[config.mk]
export PLATFORM = sky130hd
export DESIGN_NAME = pipe_ctrl_gen2
export DESIGN_NICKNAME = d
export VERILOG_FILES = /design/src/rtl/pipe_ctrl_gen2.sv
export SDC_FILE = /design/constraint.sdc
export NUM_CORES = 1
export LEC_CHECK = 0
export BUFFER_PORTS_ARGS = -buffer_cell sky130_fd_sc_hd__buf_2
export CAP_MARGIN = 20
export CORE_MARGIN = 2
export CORE_UTILIZATION = 30
export CTS_CLUSTER_SIZE = 30
export DETAILED_ROUTE_END_ITERATION = 10
export PLACE_DENSITY = 0.5
export REMOVE_ABC_BUFFERS = 1
export SLEW_MARGIN = 25
export SYNTH_ARGS = -nofsm -noshare
export SYNTH_HDL_FRONTEND = slang
export SYNTH_SLANG_ARGS = --single-unit
[constraint.sdc]
create_clock -name clk -period 1.9 [get_ports clk]
set_input_delay 0.285 -clock clk [delete_from_list [all_inputs] [get_ports clk]]
set_output_delay 0.285 -clock clk [all_outputs]
set_load 0.01 [all_outputs]
[src/rtl/pipe_ctrl_gen2.sv]
`default_nettype none
// ============================================================================
// Module   : pipe_ctrl_gen2
// Brief    : ID/EX instruction-control pipeline with fetch handshake,
//            load-use stall, flush on taken transfer and downstream freeze.
// Revision : 1.0 - initial release
// ============================================================================
module pipe_ctrl_gen2 #(
    parameter int OPW  = 8,
    parameter int ORW  = 8,
    parameter int AW   = 8,
    parameter int RAW  = 3,
    parameter int CNTW = 8
) (
    input  logic                 clk,
    input  logic                 rst_n,
    input  logic [OPW+ORW-1:0]   instr_in,
    input  logic                 instr_valid,
    input  logic [AW-1:0]        pc_in,
    input  logic                 flag_in,
    output logic                 fetch_ready,
    input  logic                 ex_hold,
    output logic [RAW-1:0]       read_address,
    output logic                 ex_valid,
    output logic [OPW-1:0]       ex_opcode,
    output logic [ORW-1:0]       ex_operand,
    output logic [AW-1:0]        ex_npc,
    output logic                 ex_flag,
    output logic [RAW-1:0]       write_address,
    output logic                 redirect,
    output logic [1:0]           redirect_kind,
    output logic [CNTW-1:0]      stall_count,
    output logic [CNTW-1:0]      flush_count
);

    localparam int         c_MAJ_W    = 5;
    localparam logic [1:0] c_KIND_NONE = 2'b00;
    localparam logic [1:0] c_KIND_DIR  = 2'b01;
    localparam logic [1:0] c_KIND_RET  = 2'b10;
    localparam logic [1:0] c_KIND_ABS  = 2'b11;

    logic                id_valid_q,   id_valid_d;
    logic [OPW-1:0]      id_opcode_q,  id_opcode_d;
    logic [ORW-1:0]      id_operand_q, id_operand_d;
    logic [AW-1:0]       id_npc_q,     id_npc_d;
    logic                id_flag_q,    id_flag_d;
    logic                ex_valid_q,   ex_valid_d;
    logic [OPW-1:0]      ex_opcode_q,  ex_opcode_d;
    logic [ORW-1:0]      ex_operand_q, ex_operand_d;
    logic [AW-1:0]       ex_npc_q,     ex_npc_d;
    logic                ex_flag_q,    ex_flag_d;
    logic [CNTW-1:0]     stall_count_q, stall_count_d;
    logic [CNTW-1:0]     flush_count_q, flush_count_d;

    logic [c_MAJ_W-1:0]  w_ex_major;
    logic [2:0]          w_ex_reg;
    logic [c_MAJ_W-1:0]  w_id_major;
    logic                w_uncond;
    logic                w_cond;
    logic [1:0]          w_kind;
    logic                w_ex_load;
    logic                w_stall;
    logic                w_accept;

    assign w_ex_major = ex_opcode_q[OPW-1 -: c_MAJ_W];
    assign w_ex_reg   = ex_opcode_q[2:0];
    assign w_id_major = id_opcode_q[OPW-1 -: c_MAJ_W];

    always_comb begin
        w_uncond = 1'b0;
        w_cond   = 1'b0;
        w_kind   = c_KIND_NONE;
        case (w_ex_major)
            5'b00000: begin
                case (w_ex_reg)
                    3'b011, 3'b101: begin w_uncond = 1'b1; w_kind = c_KIND_DIR; end
                    3'b100, 3'b110: begin w_uncond = 1'b1; w_kind = c_KIND_ABS; end
                    3'b111:         begin w_uncond = 1'b1; w_kind = c_KIND_RET; end
                    default:        ;
                endcase
            end
            5'b00001, 5'b00110: begin w_cond = 1'b1; w_kind = c_KIND_DIR; end
            5'b00101, 5'b00111: begin w_cond = 1'b1; w_kind = c_KIND_ABS; end
            5'b01001:           begin w_cond = 1'b1; w_kind = c_KIND_RET; end
            default:            ;
        endcase
    end

    assign w_ex_load = ((w_ex_major == 5'b01110) && (w_ex_reg != 3'b000)) ||
                       (w_ex_major == 5'b01111);

    assign read_address  = id_opcode_q[RAW-1:0];
    assign ex_valid      = ex_valid_q;
    assign ex_opcode     = ex_valid_q ? ex_opcode_q : '0;
    assign ex_operand    = ex_operand_q;
    assign ex_npc        = ex_npc_q;
    assign ex_flag       = ex_flag_q;
    assign write_address = ex_opcode[RAW-1:0];
    assign stall_count   = stall_count_q;
    assign flush_count   = flush_count_q;

    // Stall compares against the NOP-forced EX opcode, so a bubble never hazards.
    assign w_stall = ex_valid_q & w_ex_load & id_valid_q &
                     (w_id_major != 5'b00000) & (read_address == write_address);

    // Gated by rst_n so a pending transfer never escapes while reset is held.
    assign redirect      = rst_n & ex_valid_q & ~ex_hold & (w_uncond | (w_cond & ex_flag_q));
    assign redirect_kind = redirect ? w_kind : c_KIND_NONE;
    assign fetch_ready   = rst_n & ~ex_hold & ~w_stall & ~redirect;
    assign w_accept      = instr_valid & fetch_ready;

    always_comb begin
        id_valid_d    = id_valid_q;
        id_opcode_d   = id_opcode_q;
        id_operand_d  = id_operand_q;
        id_npc_d      = id_npc_q;
        id_flag_d     = id_flag_q;
        ex_valid_d    = ex_valid_q;
        ex_opcode_d   = ex_opcode_q;
        ex_operand_d  = ex_operand_q;
        ex_npc_d      = ex_npc_q;
        ex_flag_d     = ex_flag_q;
        stall_count_d = stall_count_q;
        flush_count_d = flush_count_q;

        if (ex_hold) begin
            // Frozen: everything holds, nothing counts.
        end else if (redirect) begin
            id_valid_d    = 1'b0;
            id_opcode_d   = '0;
            id_operand_d  = '0;
            id_npc_d      = '0;
            id_flag_d     = 1'b0;
            ex_valid_d    = 1'b0;
            ex_opcode_d   = '0;
            ex_operand_d  = '0;
            ex_npc_d      = '0;
            ex_flag_d     = 1'b0;
            if (flush_count_q != '1) begin
                flush_count_d = flush_count_q + 1'b1;
            end
        end else if (w_stall) begin
            ex_valid_d    = 1'b0;
            ex_opcode_d   = '0;
            ex_operand_d  = '0;
            ex_npc_d      = '0;
            ex_flag_d     = 1'b0;
            if (stall_count_q != '1) begin
                stall_count_d = stall_count_q + 1'b1;
            end
        end else begin
            id_valid_d    = w_accept;
            id_opcode_d   = w_accept ? instr_in[OPW+ORW-1:ORW] : '0;
            id_operand_d  = w_accept ? instr_in[ORW-1:0]       : '0;
            id_npc_d      = w_accept ? pc_in                   : '0;
            id_flag_d     = w_accept & flag_in;
            ex_valid_d    = id_valid_q;
            ex_opcode_d   = id_opcode_q;
            ex_operand_d  = id_operand_q;
            ex_npc_d      = id_npc_q;
            ex_flag_d     = id_flag_q;
        end
    end

    always_ff @(posedge clk) begin
        if (!rst_n) begin
            id_valid_q    <= 1'b0;
            id_opcode_q   <= '0;
            id_operand_q  <= '0;
            id_npc_q      <= '0;
            id_flag_q     <= 1'b0;
            ex_valid_q    <= 1'b0;
            ex_opcode_q   <= '0;
            ex_operand_q  <= '0;
            ex_npc_q      <= '0;
            ex_flag_q     <= 1'b0;
            stall_count_q <= '0;
            flush_count_q <= '0;
        end else begin
            id_valid_q    <= id_valid_d;
            id_opcode_q   <= id_opcode_d;
            id_operand_q  <= id_operand_d;
            id_npc_q      <= id_npc_d;
            id_flag_q     <= id_flag_d;
            ex_valid_q    <= ex_valid_d;
            ex_opcode_q   <= ex_opcode_d;
            ex_operand_q  <= ex_operand_d;
            ex_npc_q      <= ex_npc_d;
            ex_flag_q     <= ex_flag_d;
            stall_count_q <= stall_count_d;
            flush_count_q <= flush_count_d;
        end
    end

endmodule
`default_nettype wire

==> run summary, run 1 <==
Insertion delay of the later-clocked pin in the worst-skew pair: 0.34 ns
Delay of the slowest cell on the worst path: 0.53 ns
TritonCTS buffer count: 9
Worst slack after detailed placement: -0.2167 ns
Reg-to-Reg Start: ex_opcode_q[4]
Cells along the critical path: or4_4 -> o211ai_1 -> buf_4 -> o31ai_4 -> nor3_2 -> buf_2
Count of routing violations after the opening detailed-route iteration: 138
Failing checks: negative setup slack
Fin cells: 596
Grt ovf: 0
Maximum count of clock buffers along a single path: 2
GRT Overall Usage: 0.1766
Placer Congestion: 0.8027
Clock Skew: 0.008008 ns
Maximum capacitance violations: 0
Fillers: 1033
Final slew viol count: 0
Startpoint type of the worst setup path: flip-flop
Total design power: 2830 uW
Stages on the worst setup path: 6
Standard-cell rows: 37
Count of H-tree levels built during CTS: 3
Input/output buffers: 80
I/O Pins: 81
Via count of the routed design: 3088
Number of optimization iterations in the first detailed-route pass: 4
Min setup slack post-route: -0.3268 ns
Worst endpoint required time: 1.62 ns
Worst relative slew slack: 0.7436
Synth unique cells: 48
Cell type group with the largest total delay on the critical path: simple AND/OR/NAND/NOR gates
Ratio of cells with drive above 1 in the final layout: 0.4761
Via count of the first global-routing pass: 3003
Average wire per standard cell: 16.37 um
Depth of the worst hold-timing path: 2
Post-synth top area share: 0.4387
Count of buffer and inverter cells on the critical path: 2
Top FF cell, synth: dfxtp_1
Final setup violation count: 59
Post-synthesis cell area: 3103 sq um
Final #Nets: 487
Maximum net fanout on the critical path: 3
Highest achievable clock rate: 0.4491 GHz
Width of the chip: 105.7 um
Number of antenna violations at the first check in global routing: 0
Cell with the largest stage delay on the worst path: or4_4
HPWL after detailed placement: 5877 um
Height of the die: 105.7 um
TritonCTS clock tree: yes
Post-place instance area: 3799 sq um
Async set or reset register ratio after synthesis: 0
Layout-stage area growth over the synthesis result: 50.00%
Number of buffers added to fix hold violations after cts: 0
Inserted Diodes: 0
Endpoint kind of the worst setup timing path: output port
Hold worst-path end: id_operand_q[1]
DRC Markers: 0
Fin area: 4654 sq um
Number of flops mapped to enable cells by yosys: 0
Clock tree sinks: 68
Count of final hold-check violations: 0
Effective utilization at floorplan: 0.3047
Die footprint: 11170 sq um
Critical Setup Path Class: flip-flop to output port
Synth warn: 0
Minimum clock period after layout: 2.227 ns
Unrepaired setup endpoints after global routing: true
#FFs+latches synth: 68
Total wire length after detailed routing: 9759 um
DP Cell Count: 566
Largest net degree at the start of global routing: 87
Worst r2r dst: id_operand_q[3]
Proportion of synthesized chip area in sequential cells: 0.4387
Area leader, netlist: dfxtp_1
Post-DR vias/cell: 5.181
Biggest area contributors in the synthesized netlist: dfxtp_1 44%, nand3_1 9.7%, a31o_2 7.1%
Buffer cell driving the clock tree root: clkbuf_8
Slew of the pin with the lowest slew margin: 0.3811 ns
Count of cells along the worst register-to-register path: 8
Core ar.: 10180 sq um
Fin Hold WS: 0.1828 ns
Startpoint of the tightest hold check path: instr_in[1]
First-pass GRT wire length: 15680 um
Register clock-pin slew on the reported worst setup and hold paths: 0.08 ns
Static Leak: 0.002135 uW
DRT antenna net count: 0
Power density normalized to cell area: 608.0 nW/um^2
Period Utilization, post-route: 1.172
Crit path DAT: 1.94 ns
Worst vdd rail ir drop: 0.3368 mV
Average cell area after synthesis: 8.765 sq um
Worst reg-to-reg setup slack: -0.20 ns
Tightest Hold Check Type: input pin to flip-flop
Mapped Cells: 354
Result of the run: finished, violations left
[what timing repair did]
item,CTS,global route
pin swaps,45,22
buffers inserted,10,0
setup endpoints to repair,62,66
cloned,6,0
gates resized for setup,94,18
[Yosys cell counts, types with 2 or more instances]
cell      instances
nor2b_1           2
o32ai_1           2
a21oi_1          10
nor2_1            6
or4_1             4
buf_4             6
nor4b_1           2
buf_2             7
nand2b_1          2
nand2_1           7
clkbuf_1         22
mux2i_1           5
and2_1            7
o31ai_1           4
nand4_1           3
clkbuf_2          2
dfxtp_1          68
xor2_1            3
inv_1             5
a41oi_1           2
o211ai_1          3
a21o_1            2
ha_1              2
nor3_1            4
and4_1            3
a31o_2           25
nand3_1          60
o21ai_0          31
and3_1           33
or3_1             4
[cells in the final DEF (no fill, tap or decap), types with 9 or more instances in the layout]
master / synthesis / routed
a31o_4: 0 / 25
and3_1: 33 / 33
buf_2: 7 / 79
buf_4: 6 / 30
buf_6: 1 / 9
clkbuf_8: 0 / 9
dfxtp_1: 68 / 65
nand3_1: 60 / 60
o21ai_2: 1 / 25
[worst max path at each step]
stage | slack, ns | endpoint | start
global placement | -0.23 | fetch_ready | ex_opcode_q[4]
detailed placement | -0.22 | fetch_ready | ex_opcode_q[4]
CTS | -0.35 | fetch_ready | id_opcode_q[6]
finish | -0.33 | fetch_ready | id_opcode_q[6]
floorplan | -0.58 | fetch_ready | ex_valid
global route | -0.44 | fetch_ready | id_opcode_q[6]
[cells by family (layout without fill, tap and decap cells)]
logic type                 after synthesis  count (layout)  synth area share
buffers and inverters                   43             149           0.06532
adders and majority gates                2               2          0.008063
DFF                                     68              68            0.4387
and+or+nand+nor                        144             144            0.2637
AOI/OAI and AO/OA                       87              87            0.1932
muxes                                    6               6           0.01976
xor gates and xnor gates                 4               4           0.01129
[through the flow]
step / utilization / TNS, ns
finish: 0.4570 / -7.388
global route: 0.4570 / -11.12
CTS: 0.4523 / -9.347
detailed placement: 0.3730 / -8.610
global placement: 0.3730 / -7.591
floorplan: - / -18.74
[power by group]
part           switching, uW  internal, uW
Clock                    571           465
Sequential              22.0          1460
Combinational            167           147
[sequential cells by signal, indices dropped and copies added, names as in the netlist]
| signal | cells |
|---|---|
| ex_npc | 8 |
| ex_opcode_q | 8 |
| ex_operand | 8 |
| flush_count | 8 |
| id_npc_q | 8 |
| id_opcode_q | 8 |
| id_operand_q | 8 |
| stall_count | 8 |
| ex_flag | 1 |
| ex_valid | 1 |
| id_flag_q | 1 |
| id_valid_q | 1 |
[worst register-to-register path, cell delays in order (launching register included)]
cell and delay, ns:
dfxtp_4 0.34, or4_4 0.52, nor3_2 0.19, o21ai_2 0.10, buf_6 0.14, buf_6 0.11, and3_4 0.22, buf_12 0.16
a31o_4 0.22
[area by class of cell]
cell class	instances	area (sq um)	share of cell area
repair buffers	129	979.7	0.2105
well taps	136	170.2	0.03656
multi-input cells	243	1952	0.4194
flip-flops and latches	68	1368	0.2938
inverters	5	18.77	0.004032
clock buffers	9	123.9	0.02661
clock inverters	6	42.54	0.009140
[metal layers]
layer,vias to the layer above,GRT usage,wire (um),share of wire
li1,1520,-,-,-
met1,1482,0.2271,4353,0.45
met2,81,0.2940,4824,0.49
met3,5,0.05071,516,0.053
met4,0,0.03853,65,0.0067
met5,-,0,0,0
Power figures use the tool's default switching activity.
==> run 2: changes to the inputs <==
- PLACE_DENSITY: 0.5 -> unset
==> run 2 against run 1 <==
  * The flow still finishes with violations (negative setup slack)
  * First-iteration DRC count is 0.72% higher
  * Count of clock-buffer cells in the layout stayed put
  * Sequential share of layout area is 0.19 points lower
  * Critical path type unchanged
==> run summary, run 2 (synthesized netlist as in run 1, its figures left out) <==
Result of the run: finished, violations left
Failing checks: negative setup slack
Effective utilization at floorplan: 0.3047 (unchanged)
Worst relative slew slack: 0.7190 (-0.02459)
Standard-cell rows: 37 (unchanged)
Clock power share: 0.425 (+0.059)
Maximum net fanout on the critical path: 4 (+1)
Clock tree sinks: 68 (unchanged)
HPWL after detailed placement: 5836 um (-0.71%)
Width of the chip: 105.7 um (unchanged)
Count of final hold-check violations: 0 (unchanged)
Die footprint: 11170 sq um (unchanged)
Most common cell after layout, fill and taps aside: buf_2
Count of buffer and inverter cells on the critical path: 2 (unchanged)
Count of routing violations after the opening detailed-route iteration: 139 (+0.72%)
Commonest cells after routing, fill and taps aside: 78 x buf_2, 64 x dfxtp_1, 60 x nand3_1, 32 x and3_1
Tightest Hold Check Type: input pin to flip-flop
Count of cells along the worst register-to-register path: 9 (+1)
Portion of total power attributed to combinational logic: 0.100 (-0.011)
Highest achievable clock rate: 0.4481 GHz (-0.21%)
Min setup slack post-route: -0.3315 ns (-0.004662 ns)
Power density normalized to cell area: 666.5 nW/um^2 (+9.6%)
Buffer cell driving the clock tree root: clkbuf_8
Post-DR vias/cell: 5.311 (+2.5%)
Unrepaired setup endpoints after global routing: true
Register clock-pin slew on the reported worst setup and hold paths: 0.08 ns (about the same)
Via count of the routed design: 3144 (+1.8%)
Worst endpoint required time: 1.62 ns (about the same)
Switching portion of total power: 0.2508 (-0.01793)
Period Utilization, post-route: 1.174 (+0.002454)
Depth of the worst hold-timing path: 2 (unchanged)
Input/output buffers: 80 (unchanged)
Inserted Diodes: 0 (unchanged)
Final #Nets: 483 (-0.82%)
DRC Markers: 0 (unchanged)
Clock Skew: 0.01085 ns (+0.002846 ns)
Placer Congestion: 0.7778 (-3.1%)
Fin cells: 592 (-0.67%)
Worst slack after detailed placement: -0.2927 ns (-0.07606 ns)
Slew of the pin with the lowest slew margin: 0.4177 ns (+0.03655 ns)
Delay of the slowest cell on the worst path: 0.54 ns (about the same)
Via count of the first global-routing pass: 3099 (+3.2%)
Static Leak: 0.002112 uW (-1.1%)
Largest net degree at the start of global routing: 87 (unchanged)
Layout-stage area growth over the synthesis result: 50.85%
Startpoint type of the worst setup path: flip-flop
Core ar.: 10180 sq um (unchanged)
Stages on the worst setup path: 6 (unchanged)
Worst vdd rail ir drop: 0.4130 mV (+23%)
Total design power: 3120 uW (+10%)
Crit path DAT: 1.95 ns (about the same)
Number of optimization iterations in the first detailed-route pass: 4 (unchanged)
Critical Setup Path Class: flip-flop to output port
DRT antenna net count: 0 (unchanged)
Fillers: 989 (-4.3%)
Count of H-tree levels built during CTS: 3 (unchanged)
GRT Overall Usage: 0.1759 (-0.0007040)
Total wire length after detailed routing: 9954 um (+2.0%)
TritonCTS buffer count: 9 (unchanged)
Insertion delay of the later-clocked pin in the worst-skew pair: 0.35 ns (about the same)
Fin Hold WS: 0.1729 ns (-0.009915 ns)
Maximum count of clock buffers along a single path: 2 (unchanged)
DP Cell Count: 563 (-0.53%)
Number of antenna violations at the first check in global routing: 0 (unchanged)
Internal portion of total power: 2337 uW (+13%)
Ratio of cells with drive above 1 in the final layout: 0.4737 (-0.002403)
Share of power burned in registers: 0.475 (-0.048)
Final slew viol count: 0 (unchanged)
Grt ovf: 0 (unchanged)
I/O Pins: 81 (unchanged)
Cell with the largest stage delay on the worst path: or4_4
Power dissipated by switching net loads: 782.5 uW (+2.9%)
Cell type group with the largest total delay on the critical path: simple AND/OR/NAND/NOR gates
First-pass GRT wire length: 15670 um (about the same)
Cells along the critical path: or4_4 -> nor3_4 -> o21ai_4 -> inv_4 -> o311a_4 -> buf_6
Average wire per standard cell: 16.81 um (+2.7%)
Endpoint kind of the worst setup timing path: output port
Maximum capacitance violations: 0 (unchanged)
TritonCTS clock tree: yes
Minimum clock period after layout: 2.231 ns (+0.004662 ns)
Final setup violation count: 61 (+3.4%)
Height of the die: 105.7 um (unchanged)
-- run 2: final cells by class --
type / count / area, sq um / area share
well taps: 136 / 170.2 / 0.03635
multi-input cells: 243 / 1966 / 0.4199
clock inverters: 6 / 90.09 / 0.01925
repair buffers: 125 / 943.4 / 0.2016
inverters: 5 / 21.27 / 0.004544
flip-flops and latches: 68 / 1366 / 0.2919
clock buffers: 9 / 123.9 / 0.02646
-- run 2: worst paths after layout --
check	from	endpoint	slack, ns
max	ex_opcode_q[4]	redirect_kind[0]	-0.33
min	instr_in[11]	id_opcode_q[3]	0.17
max reg2reg	ex_opcode_q[4]	id_flag_q	-0.32
min reg2reg	id_flag_q	ex_flag	0.47
-- run 2: through the flow --
stage | TNS (ns) | instance area, sq um | util
6_report | -10.59 | 4681 | 0.4596
5_1_grt | -13.94 | 4681 | 0.4596
4_1_cts | -12.78 | 4418 | 0.4338
3_5_place_dp | -6.188 | 3789 | 0.3720
3_3_place_gp | -3.545 | 3789 | 0.3720
2_1_floorplan | -18.74 | 2919 | -
-- run 2: per-layer routing --
metal | GRT usage | routed length, um | up-vias
met5 | 0 | 0 | -
met4 | 0.06203 | 115 | 0
met3 | 0.05380 | 553 | 14
met2 | 0.2968 | 4935 | 80
met1 | 0.2115 | 4349 | 1543
li1 | - | - | 1507
-- run 2: repair_timing --
item	CTS	global route
pin swaps	20	46
hold buffers	0	0
setup buffers	8	6
cloned	5	1
resized for setup	68	56
endpoints found under the setup margin	62	68
-- run 2: power groups by stage --
stage / clock, uW / combinational [uW] / sequential [uW]
2_1_floorplan: 0 / 85.2 / 1520
3_3_place_gp: 0 / 233 / 1510
3_5_place_dp: 0 / 238 / 1510
4_1_cts: 1350 / 289 / 1480
5_1_grt: 1410 / 335 / 1490
6_report: 1330 / 313 / 1480
==> run 3: changes to the inputs <==
- clock period: 1.9 -> 2.8 ns (I/O delays scaled with it)
==> run 3 against run 2 <==
  * The run now ends clean
  * Routed wire length down 13%
  * Total power down 31%
  * Clock power down 25%
  * Combinational power down 56%
  * Final area down 18%
  * Sequential power down 32%
  * Via count down 7.2%
  * Global-route usage down 2.0 points
  * Core utilization down 8.3 points
  * First-iteration DRC count up 58%
  * Critical path depth unchanged
  * Register-to-register slack better by 0.85 ns
==> run summary, run 3 (synthesized netlist as in run 1, its figures left out) <==
Result of the run: completed
Endpoint kind of the worst setup timing path: output port
Period Utilization, post-route: 0.9153
Insertion delay of the later-clocked pin in the worst-skew pair: 0.34 ns (about the same)
Input/output buffers: 80 (unchanged)
Worst vdd rail ir drop: 0.3096 mV (-25%)
Count of final hold-check violations: 0 (unchanged)
Most common cell after layout, fill and taps aside: buf_2
Placer Congestion: 0.7267 (-6.6%)
Crit path DAT: 2.14 ns (+0.19 ns)
HPWL after detailed placement: 5560 um (-4.7%)
Number of buffers added to fix hold violations after cts: 0 (unchanged)
Layer carrying the most global-route usage: met2
Startpoint type of the worst setup path: flip-flop
Tightest Hold Check Type: input pin to flip-flop
Static Leak: 0.001750 uW (-17%)
Maximum net fanout on the critical path: 9 (+5)
Height of the die: 105.7 um (unchanged)
Power density normalized to cell area: 557.8 nW/um^2 (-16%)
Critical Setup Path Class: flip-flop to output port
Total wire length after detailed routing: 8668 um (-13%)
Count of routing violations after the opening detailed-route iteration: 220 (+58%)
TritonCTS buffer count: 9 (unchanged)
Register clock-pin slew on the reported worst setup and hold paths: 0.08 ns (about the same)
Min setup slack post-route: 0.2371 ns (+0.5685 ns)
Width of the chip: 105.7 um (unchanged)
Core ar.: 10180 sq um (unchanged)
Standard-cell rows: 37 (unchanged)
Post-DR vias/cell: 5.229 (-1.5%)
Clock Skew: 0.005703 ns (-0.005151 ns)
Via count of the routed design: 2918 (-7.2%)
Post-place instance area: 3563 sq um (-5.9%)
Final #Nets: 448 (-7.2%)
I/O Pins: 81 (unchanged)
Unrepaired setup endpoints after global routing: false
Met2 track demand over resource in global routing: 0.2502 (-0.04654)
Die footprint: 11170 sq um (unchanged)
Count of H-tree levels built during CTS: 3 (unchanged)
GR Layer Usage met1: 0.1983 (-0.01318)
Number of antenna violations at the first check in global routing: 0 (unchanged)
Highest achievable clock rate: 0.3902 GHz
Grt ovf: 0 (unchanged)
DRC Markers: 0 (unchanged)
Layout-stage area growth over the synthesis result: 23.51%
Via count of the first global-routing pass: 2821 (-9.0%)
DRT antenna net count: 0 (unchanged)
Effective utilization at floorplan: 0.3047 (unchanged)
Maximum count of clock buffers along a single path: 2 (unchanged)
Met3 usage: 0.05628 (+0.002474)
Final setup violation count: 0 (-100%)
First-pass GRT wire length: 14060 um (-10%)
Fin area: 3832 sq um (-18%)
Final slew viol count: 0 (unchanged)
Minimum clock period after layout: 2.563 ns
Inserted Diodes: 0 (unchanged)
Slew of the pin with the lowest slew margin: 0.7667 ns (+0.3490 ns)
Number of optimization iterations in the first detailed-route pass: 4 (unchanged)
Average wire per standard cell: 15.53 um (-7.6%)
Clock tree sinks: 68 (unchanged)
Worst relative slew slack: 0.4889 (-0.2301)
Buffer cell driving the clock tree root: clkbuf_8
Ratio of cells with drive above 1 in the final layout: 0.3294 (-0.1443)
Worst slack after detailed placement: 0.4253 ns (+0.7180 ns)
Commonest cells after routing, fill and taps aside: 80 x buf_2, 68 x dfxtp_1, 60 x nand3_1, 33 x and3_1, 31 x o21ai_0
TritonCTS clock tree: yes
Final setup TNS: 0 ns (+10.59 ns)
GRT Overall Usage: 0.1555 (-0.02046)
Maximum capacitance violations: 0 (unchanged)
CTS resizes: 0 (-100%)
Largest net degree at the start of global routing: 86 (-1.1%)
Worst endpoint required time: 2.38 ns (+0.76 ns)
run 3: layer usage:
| layer | wire length (um) | share of wire |
|---|---|---|
| met1 | 3950 | 0.46 |
| met2 | 4040 | 0.47 |
| met3 | 617 | 0.071 |
| met4 | 59 | 0.0068 |
| met5 | 0 | 0 |
run 3: worst max-delay path: stages, from the launching register on:
cell and delay, ns:
dfxtp_1 0.37, or4_4 0.56, nor3_2 0.18, o21ai_2 0.15
inv_1 0.20, o311a_2 0.21, buf_2 0.12
run 3: final cells by class:
type / count / area [sq um]
clock inverter: 6 / 111.4
multi-input combinational: 243 / 1555
clock buffer: 10 / 127.6
timing repair buffer: 90 / 488.0
sequential: 68 / 1361
fill: 1093 / 6352
inverter: 5 / 18.77
tap: 136 / 170.2
run 3: through the flow:
step,hold WS [ns],util,std cells,power [uW]
3_5_place_dp,0.4754,0.3499,538,1170
2_1_floorplan,0.4586,-,316,1087
3_3_place_gp,0.4663,0.3499,538,1167
6_report,0.2991,0.3763,558,2138
4_1_cts,0.2889,0.3733,554,2154
5_1_grt,0.2820,0.3763,558,2221
run 3: path summary, 6_finish.rpt:
| kind | startpoint | to | slack, ns | cells after the start |
|---|---|---|---|---|
| worst min-delay path | pc_in[4] | id_npc_q[4] | 0.30 | 2 |
| worst min register to register | ex_operand[4] | ex_operand[4] | 0.48 | 2 |
| worst max-delay path | ex_opcode_q[3] | redirect_kind[0] | 0.24 | 6 |
| worst max register to register | ex_opcode_q[3] | ex_opcode_q[7] | 0.53 | 7 |
run 3: power breakdown:
part | switching (uW) | leakage, uW | internal, uW
combinational | 84.7 | 0.00108 | 54.5
clock | 397 | 0.000117 | 594
sequential | 18.6 | 0.000551 | 989
total | 500 | 0.00175 | 1640
run 3: what timing repair did:
action                                 CTS  global route
buffers inserted                         0             4
endpoints found under the hold margin    0             0
setup endpoints to repair                0             1
